[src/rtl/serial_cmp_pkg.sv]
`default_nettype none
// ============================================================================
// Module      : serial_cmp_pkg
// Description : Shared types and sizing helpers for serial_magnitude_comparator.
// Revision    : 1.0 - initial release
// ============================================================================
package serial_cmp_pkg;

  // Controller state encoding
  typedef enum logic [0:0] {
    IDLE    = 1'b0,
    COMPARE = 1'b1
  } state_e;

  // Number of CHUNK-bit slices needed to cover WIDTH bits (ceiling divide)
  function automatic int num_chunks(input int width, input int chunk);
    return (width + chunk - 1) / chunk;
  endfunction

  // Bits needed to index the slices; never narrower than one bit
  function automatic int idx_width(input int n_chunks);
    return (n_chunks <= 1) ? 1 : $clog2(n_chunks);
  endfunction

endpackage : serial_cmp_pkg
`default_nettype wire

[src/rtl/serial_magnitude_comparator_chunk_compare.sv]
`default_nettype none
// ============================================================================
// Module      : chunk_compare
// Description : Combinational magnitude compare of one CHUNK-bit slice.
// Revision    : 1.0 - initial release
// ============================================================================
module chunk_compare #(
  parameter int CHUNK = 4
) (
  input  logic [CHUNK-1:0] a_i,
  input  logic [CHUNK-1:0] b_i,
  output logic             a_gt_o,
  output logic             a_lt_o
);

  // Plain unsigned compare; sign handling happens once at operand capture
  always_comb begin
    a_gt_o = (a_i > b_i);
    a_lt_o = (a_i < b_i);
  end

endmodule : chunk_compare
`default_nettype wire

[src/rtl/serial_magnitude_comparator.sv]
`default_nettype none
// ============================================================================
// Module      : serial_magnitude_comparator
// Description : Multi-cycle MSB-first magnitude comparator with lt/eq/gt
//               cascade inputs. Scans CHUNK bits per cycle from the top and
//               stops at the first differing slice.
// Options     : SERIAL_CMP_SIGNED_EN - two's-complement operands (operand MSB
//               inverted on capture); undefined gives an unsigned compare.
// Revision    : 1.0 - initial release
// ============================================================================
module serial_magnitude_comparator
  import serial_cmp_pkg::*;
#(
  parameter int WIDTH = 32,
  parameter int CHUNK = 4
) (
  input  logic             clk,
  input  logic             rst,
  input  logic             start,
  input  logic [WIDTH-1:0] a,
  input  logic [WIDTH-1:0] b,
  input  logic             l,
  input  logic             e,
  input  logic             g,
  output logic             busy,
  output logic             done,
  output logic             lt,
  output logic             eq,
  output logic             gt
);

  localparam int NUM_CHUNKS = num_chunks(WIDTH, CHUNK);
  localparam int IDX_W      = idx_width(NUM_CHUNKS);
  localparam int PAD_W      = NUM_CHUNKS * CHUNK;
  localparam logic [IDX_W-1:0] C_TOP_IDX = IDX_W'(NUM_CHUNKS - 1);

  state_e             state_q, state_d;
  logic [IDX_W-1:0]   idx_q, idx_d;
  logic               busy_q, busy_d;
  logic               done_q, done_d;
  logic               lt_q, lt_d;
  logic               eq_q, eq_d;
  logic               gt_q, gt_d;
  logic [2:0]         casc_q, casc_d;     // captured {l,e,g}
  logic [PAD_W-1:0]   a_q, b_q;           // zero-padded operands

  logic [PAD_W-1:0]   a_ext_w, b_ext_w;
  logic [CHUNK-1:0]   a_chunk_w, b_chunk_w;
  logic               a_gt_w, a_lt_w;
  logic               accept_w;

  assign accept_w = (state_q == IDLE) && start;

  // Zero-extend operands to a whole number of slices; optionally bias the sign bit
  always_comb begin
    a_ext_w = '0;
    b_ext_w = '0;
    a_ext_w[WIDTH-1:0] = a;
    b_ext_w[WIDTH-1:0] = b;
`ifdef SERIAL_CMP_SIGNED_EN
    a_ext_w[WIDTH-1] = ~a[WIDTH-1];
    b_ext_w[WIDTH-1] = ~b[WIDTH-1];
`endif
  end

  // Operand capture on accepted start; contents are don't-care out of reset
  always_ff @(posedge clk) begin
    if (accept_w) begin
      a_q <= a_ext_w;
      b_q <= b_ext_w;
    end
  end

  // Select the slice under examination
  always_comb begin
    a_chunk_w = a_q[int'(idx_q) * CHUNK +: CHUNK];
    b_chunk_w = b_q[int'(idx_q) * CHUNK +: CHUNK];
  end

  chunk_compare #(
    .CHUNK (CHUNK)
  ) u_chunk_compare (
    .a_i    (a_chunk_w),
    .b_i    (b_chunk_w),
    .a_gt_o (a_gt_w),
    .a_lt_o (a_lt_w)
  );

  // Next-state and output logic for the scan controller
  always_comb begin
    state_d = state_q;
    idx_d   = idx_q;
    busy_d  = busy_q;
    done_d  = 1'b0;
    lt_d    = lt_q;
    eq_d    = eq_q;
    gt_d    = gt_q;
    casc_d  = casc_q;
    case (state_q)
      IDLE: begin
        if (start) begin
          casc_d  = {l, e, g};
          idx_d   = C_TOP_IDX;
          lt_d    = 1'b0;
          eq_d    = 1'b0;
          gt_d    = 1'b0;
          busy_d  = 1'b1;
          state_d = COMPARE;
        end
      end
      COMPARE: begin
        if (a_gt_w) begin
          gt_d    = 1'b1;
          done_d  = 1'b1;
          busy_d  = 1'b0;
          state_d = IDLE;
        end else if (a_lt_w) begin
          lt_d    = 1'b1;
          done_d  = 1'b1;
          busy_d  = 1'b0;
          state_d = IDLE;
        end else if (idx_q != '0) begin
          idx_d   = idx_q - 1'b1;
        end else begin
          // All slices equal: forward the cascade inputs untouched
          lt_d    = casc_q[2];
          eq_d    = casc_q[1];
          gt_d    = casc_q[0];
          done_d  = 1'b1;
          busy_d  = 1'b0;
          state_d = IDLE;
        end
      end
      default: begin
        state_d = IDLE;
        busy_d  = 1'b0;
      end
    endcase
  end

  // Controller and result registers with asynchronous reset
  always_ff @(posedge clk or posedge rst) begin
    if (rst) begin
      state_q <= IDLE;
      idx_q   <= '0;
      busy_q  <= 1'b0;
      done_q  <= 1'b0;
      lt_q    <= 1'b0;
      eq_q    <= 1'b0;
      gt_q    <= 1'b0;
      casc_q  <= '0;
    end else begin
      state_q <= state_d;
      idx_q   <= idx_d;
      busy_q  <= busy_d;
      done_q  <= done_d;
      lt_q    <= lt_d;
      eq_q    <= eq_d;
      gt_q    <= gt_d;
      casc_q  <= casc_d;
    end
  end

  assign busy = busy_q;
  assign done = done_q;
  assign lt   = lt_q;
  assign eq   = eq_q;
  assign gt   = gt_q;

endmodule : serial_magnitude_comparator
`default_nettype wire

[config.mk]
export PLATFORM = sky130hd
export DESIGN_NAME = serial_magnitude_comparator
export DESIGN_NICKNAME = d
export VERILOG_FILES = /design/src/rtl/serial_cmp_pkg.sv /design/src/rtl/serial_magnitude_comparator_chunk_compare.sv /design/src/rtl/serial_magnitude_comparator.sv
export SDC_FILE = /design/constraint.sdc
export NUM_CORES = 1
export LEC_CHECK = 0
export ABC_CLOCK_PERIOD_IN_PS = 4600
export CELL_PAD_IN_SITES_DETAIL_PLACEMENT = 1
export CELL_PAD_IN_SITES_GLOBAL_PLACEMENT = 1
export CORE_MARGIN = 1
export CORE_UTILIZATION = 41
export CTS_BUF_LIST = sky130_fd_sc_hd__clkbuf_4 sky130_fd_sc_hd__clkbuf_8
export CTS_CLUSTER_SIZE = 10
export DETAILED_ROUTE_END_ITERATION = 12
export PLACE_DENSITY_LB_ADDON = 0.08
export SLEW_MARGIN = 20
export SYNTH_ARGS = -nofsm -noshare
export SYNTH_HDL_FRONTEND = slang
export SYNTH_SLANG_ARGS = --single-unit
[constraint.sdc]
create_clock -name clk -period 4.6 [get_ports clk]
set_input_delay 0.46 -clock clk [delete_from_list [all_inputs] [get_ports clk]]
set_output_delay 0.46 -clock clk [all_outputs]
set_load 0.01 [all_outputs]
==> run summary, run 1 <==
Status: finished clean
First-pass GRT wire length: 10.4 mm
FF-to-FF setup slack: 1.42 ns
Sink Count: 76
Hpwl dp: 4.79 mm
Clk_skew: 0.00954 ns
Place WS: 1.46 ns
Die H: 89.3 um
GR Util All Layers: 18.8%
Util after Layout: 57.4%
Placed cell areas: 0.00397 mm2
Mean post-synth cell area: 19.0 um2
Cell Rows: 31
Clock slew seen by the registers of the worst setup and hold paths: 0.08 ns
Vias in the first global route: 2,044
Max VDD drop: 0.000183 V
Pre-antenna DRT Iters: 4
CTS Buffer Depth: 2
Final net count: 322
Setup ws final: 1.42 ns
Critical path type: reg2reg
GPL Wtd Cong: 0.729
Gr ovfl total: 0
CP Max Fanout: 12
Leakage power figure: 1.60 nW
Diodes inserted: 0
Residual DRC: 0
Post-synth top cells: edfxtp_1 (64), dfrtp_1 (12), nand2_1 (12)
Final min period: 3.18 ns
Yosys cell types: 31
Share of the synthesized area in the top cell type: 61.6%
Top_reg_cell synth: edfxtp_1
Final Non-Filler Cells: 350
Crit path capture type: flop
Clock Latency Late Sink: 0.35 ns
Pwr dens: 388 mW/mm2
Hold buffer count at CTS: 0
Cell with the most instances after synthesis: edfxtp_1
Detailed Route WL: 6.57 mm
Clock root cell: clkbuf_8
Synth Register Bits: 76
Syn Inst Count: 164
Post-cts gate resize count: 0
Drt wl/cell: 18.8 um
Max-slew violation total from the final report: 0
Placed cells: 334
Synth Cell Area: 0.00312 mm2
Finished Cell Area: 0.00418 mm2
DR iter-0 viols: 44
FILL cells: 712
WP data required: 4.82 ns
Max-Cap Viols: 0
Endpoints failing hold: 0
Total CTS buffers: 9
RSZ-0062 raised after global routing: no
Yosys warns: 0
Post-CTS setup buffer count: 0
CTS tree: yes
Setup TNS: 0 ns
Area Overhead vs Synth: 34.0%
Area leader, netlist: edfxtp_1
Synthesized Nets: 240
Final Setup Violations: 0
Vias: 1,803
Slew @ Worst Pin: 0.840 ns
Sequential area share after synthesis: 71.2%
Share of layout cells above drive strength 1: 13.9%
Max Fclk: 0.315 GHz
Largest net degree at the start of global routing: 42
Initial antenna violation count: 0
Initial Util: 42.8%
Async SR Flop Fraction: 15.8%
Vias per inst: 5.15
Rel. slew slack: 44.0%
EDFF count, synth: 64
Full die area: 0.00797 mm2
Hold crit path type: in2async
H-Tree Depth: 3
Routed Antenna Nets: 0
Ports: 75
Critical Path Source Type: flop
Port Buf Inserts: 74
Top area cells in the synthesized netlist: edfxtp_1 (62%), dfrtp_1 (9.6%), mux4_2 (6.5%)
Data arrival, critical path: 3.40 ns
Die width: 89.3 um
Final worst path period share: 69.1%
Core region area: 0.00729 mm2
per-layer routing:
layer,track usage (%),up-vias,part of all wire (%),wire length [um]
met5,0,-,0,0
met4,6.35,0,1.4,90
met3,6.46,9,4.8,314
met2,33.2,56,54,3540
met1,21.2,913,40,2630
li1,-,825,-,-
metrics by stage:
step / power, W / hold slack, ns
4_1_cts: 0.00164 / 0.428
3_3_place_gp: 0.00107 / 0.471
6_report: 0.00162 / 0.435
5_1_grt: 0.00169 / 0.477
2_1_floorplan: 0.000967 / 0.325
3_5_place_dp: 0.00109 / 0.494
worst paths after layout:
path / cells after the start / endpoint / start
setup / recovery: 8 / lt / idx_q[0]
hold / removal: 2 / idx_q[0] / rst
setup reg to reg: 8 / lt / idx_q[0]
hold reg to reg: 2 / casc_q[1] / casc_q[1]
max in group asynchronous: 2 / gt / rst
min in group clk: 2 / casc_q[1] / casc_q[1]
cells by family after synthesis:
logic type,count (synthesis),synth area share [%]
adder cells (fa/ha/maj),6,2.40
flip-flops,76,71.2
AND/OR/NAND/NOR,29,4.57
buffers and inverters,12,2.00
AO/OA/AOI/OAI,14,3.77
multiplexers,27,16.1
report_power, final:
part	switching [W]	internal, W	total (W)	leakage (nW)
registers	0.0000304	0.000812	0.000842	0.748
clock network	0.000244	0.000312	0.000556	0.114
logic	0.0000936	0.000132	0.000225	0.738
critical path: stages, from the launching register on:
cell      delay [ns]
dfrtp_1         0.64
buf_4           0.33
mux4_2          0.53
mux2_2          0.29
ha_1            0.32
nand4_1         0.15
or3_1           0.39
a221oi_1        0.31
nor3_1          0.09
cells in the final DEF, fill, tap and decap left out, drive strengths merged, types with 2 or more instances in the layout:
master,count
clkdlybuf4s50,74
edfxtp,64
mux4,16
nand2,12
dfrtp,12
clkbuf,10
inv,8
mux2i,7
ha,6
nor2,5
mux2,4
o21ai,3
a21oi,3
nand3,3
clkinv,3
nand2b,2
nand4,2
bufinv,2
buf,2
flip-flops by register name, indices dropped and copies added, names as in the netlist:
register,cells
state_q,1
b_q,32
gt,1
a_q,32
idx_q,3
casc_q,3
lt,1
busy,1
eq,1
done,1
layout make-up:
cell class	count	area [um2]	area share, %
clock buffer	10	131	3.14
clock inverter	6	87.6	2.09
multi-input combinational	76	837	20.0
inverter	7	26.3	0.628
timing repair buffer	76	756	18.1
tap	99	124	2.96
sequential	76	2220	53.1
Power figures use the tool's default switching activity.
==> run 2: changes to the inputs <==
Settings changed: ABC_CLOCK_PERIOD_IN_PS 4600 to 2700, CORE_UTILIZATION 41 to 39.
Clock period 4.6 ns to 2.7 ns, I/O delays scaled along.
==> run 2 against run 1 <==
Against the previous run: the run now ends with setup timing left; sequential share of layout area down 2.9 points; maximum frequency up 16%; critical endpoint is now gt; wire length up 2.7%; total power up 70%; global-route usage down 1.2 points; largest cell class unchanged; die area up 5.0%; cell count up 4.0%; hold slack worse by 0.19 ns; clock power up 46%; combinational power up 130%; utilization down 0.076 points; highest routed layer unchanged; register-to-register slack worse by 1.5 ns.
==> run summary, run 2 (synthesized netlist as in run 1, its figures left out) <==
GRT Max-Usage Layer: met2
Status: complete, but fails checks
First-pass GRT wire length: 10.7 mm
Vias: 1,834
CTS tree: yes
WP data required: 2.92 ns
Routed Antenna Nets: 0
Pre-antenna DRT Iters: 4
Sink Count: 76
Switching portion of total power: 23.7%
Core region area: 0.00773 mm2
Clock root cell: clkbuf_8
Hold buffer count at CTS: 0
CTS Buffer Depth: 2
Most frequent cells in the layout: clkdlybuf4s50_1 (74), edfxtp_1 (64), mux4_2 (14)
Hold crit path type: in2async
Max-Cap Viols: 0
Share of layout cells above drive strength 1: 25.6%
Total CTS buffers: 9
Rel. slew slack: 67.6%
Power, Total: 0.00275 W
Gr ovfl total: 0
Final net count: 334
Critical Path Source Type: flop
Initial Util: 40.4%
Endpoints failing hold: 0
Diodes inserted: 0
M3 GR Usage: 3.77%
Vias in the first global route: 2,097
Clk_skew: 0.0100 ns
Cell Rows: 32
Critical path type: reg2reg
Most common cell after layout, fill and taps aside: clkdlybuf4s50_1
Setup ws final: -0.0393 ns
Violated checks: setup timing
DR iter-0 viols: 72
Global Route met1 Usage: 21.9%
Residual DRC: 0
Final worst path period share: 101%
Logic pwr share: 18.7%
RSZ-0062 raised after global routing: yes
FILL cells: 726
Port Buf Inserts: 74
Clock slew seen by the registers of the worst setup and hold paths: 0.08 ns
Top flop regs: a_q: 32 flops, b_q: 32 flops
H-Tree Depth: 3
Flop pwr share: 51.8%
GR Util All Layers: 17.6%
Detailed Route WL: 6.75 mm
Place WS: -0.128 ns
Data arrival, critical path: 2.96 ns
Setup TNS: -0.0610 ns
CP Max Fanout: 5
Drt wl/cell: 18.5 um
Initial antenna violation count: 0
Clock share of power: 29.5%
GPL Wtd Cong: 0.816
Hpwl dp: 4.64 mm
Area Overhead vs Synth: 41.8%
Max-slew violation total from the final report: 0
Final min period: 2.74 ns
Die H: 91.5 um
GRT met2 Usage: 29.5%
Clock Latency Late Sink: 0.34 ns
Ports: 75
Max VDD drop: 0.000320 V
Multi-input logic area: 962 um2
Net Sw Power: 0.000652 W
Sequential cell area: 0.00222 mm2
Crit path capture type: flop
Die width: 91.5 um
Largest net degree at the start of global routing: 40
Max Fclk: 0.365 GHz
Leakage power figure: 1.64 nW
Slew @ Worst Pin: 0.485 ns
Vias per inst: 5.04
Final Setup Violations: 2
Pwr dens: 622 mW/mm2
Full die area: 0.00837 mm2
Cell Int Power: 0.00210 W
-- run 2: cell count changes in the layout (fill, tap and decap cells not counted), sizes merged --
cell | before | now
clkinv | 3 | 4
buf | 2 | 14
inv | 8 | 7
clkinvlp | 0 | 1
bufinv | 2 | 1
clkbuf | 10 | 9
-- run 2: through the flow --
step	util (%)	hold slack (ns)	std cells	instance area, um2
6_report	57.3	0.249	364	4430
5_1_grt	57.3	0.282	364	4430
4_1_cts	56.6	0.253	363	4380
3_5_place_dp	52.7	0.474	344	4070
3_3_place_gp	52.7	0.465	344	4070
2_1_floorplan	-	0.135	164	3120
-- run 2: power groups by stage --
| stage | combinational (W) | clock, W | sequential, W |
|---|---|---|---|
| after floorplan | 0.000204 | 0 | 0.00144 |
| after global placement | 0.000406 | 0 | 0.00144 |
| after detailed placement | 0.000424 | 0 | 0.00145 |
| after CTS | 0.000477 | 0.000835 | 0.00143 |
| after global routing | 0.000556 | 0.000884 | 0.00144 |
| final | 0.000516 | 0.000812 | 0.00143 |
-- run 2: layer usage --
| metal | wire length (um) | vias up |
|---|---|---|
| met5 | 0 | - |
| met4 | 88 | 0 |
| met3 | 249 | 8 |
| met2 | 3470 | 52 |
| met1 | 2940 | 930 |
| li1 | - | 844 |
-- run 2: critical path, stage by stage (launching register included) --
cell and delay, ns:
dfrtp_2 0.41, buf_12 0.14, mux4_1 0.58, mux2_4 0.31
ha_4 0.27, nand4_1 0.16, buf_4 0.18, buf_4 0.12
buf_4 0.13, a21oi_2 0.11, a211o_1 0.11, nand3_1 0.08
-- run 2: cell type report --
type	count	share of cell area (%)
Clock buffer	9	2.80
Clock inverter	6	1.27
Inverter	7	0.593
Multi-Input combinational cell	76	21.7
Sequential cell	76	50.2
Tap cell	102	2.88
Timing Repair Buffer	88	20.5
-- run 2: timing repair --
item / CTS / global route
gates cloned: 1 / 0
buffers inserted: 3 / 2
gates resized for setup: 15 / 17
hold endpoints to repair: 0 / 0
endpoints found under the setup margin: 7 / 7
pin swaps: 5 / 12
-- run 2: worst paths after layout --
kind	endpoint	slack, ns	from	cells past startpoint
setup / recovery	gt	-0.04	idx_q[0]	11
hold / removal	state_q	0.25	rst	2
setup reg to reg	gt	-0.04	idx_q[0]	11
hold reg to reg	casc_q[1]	0.48	casc_q[1]	2
max in group asynchronous	idx_q[0]	2.10	rst	2
min in group clk	casc_q[1]	0.46	e	3
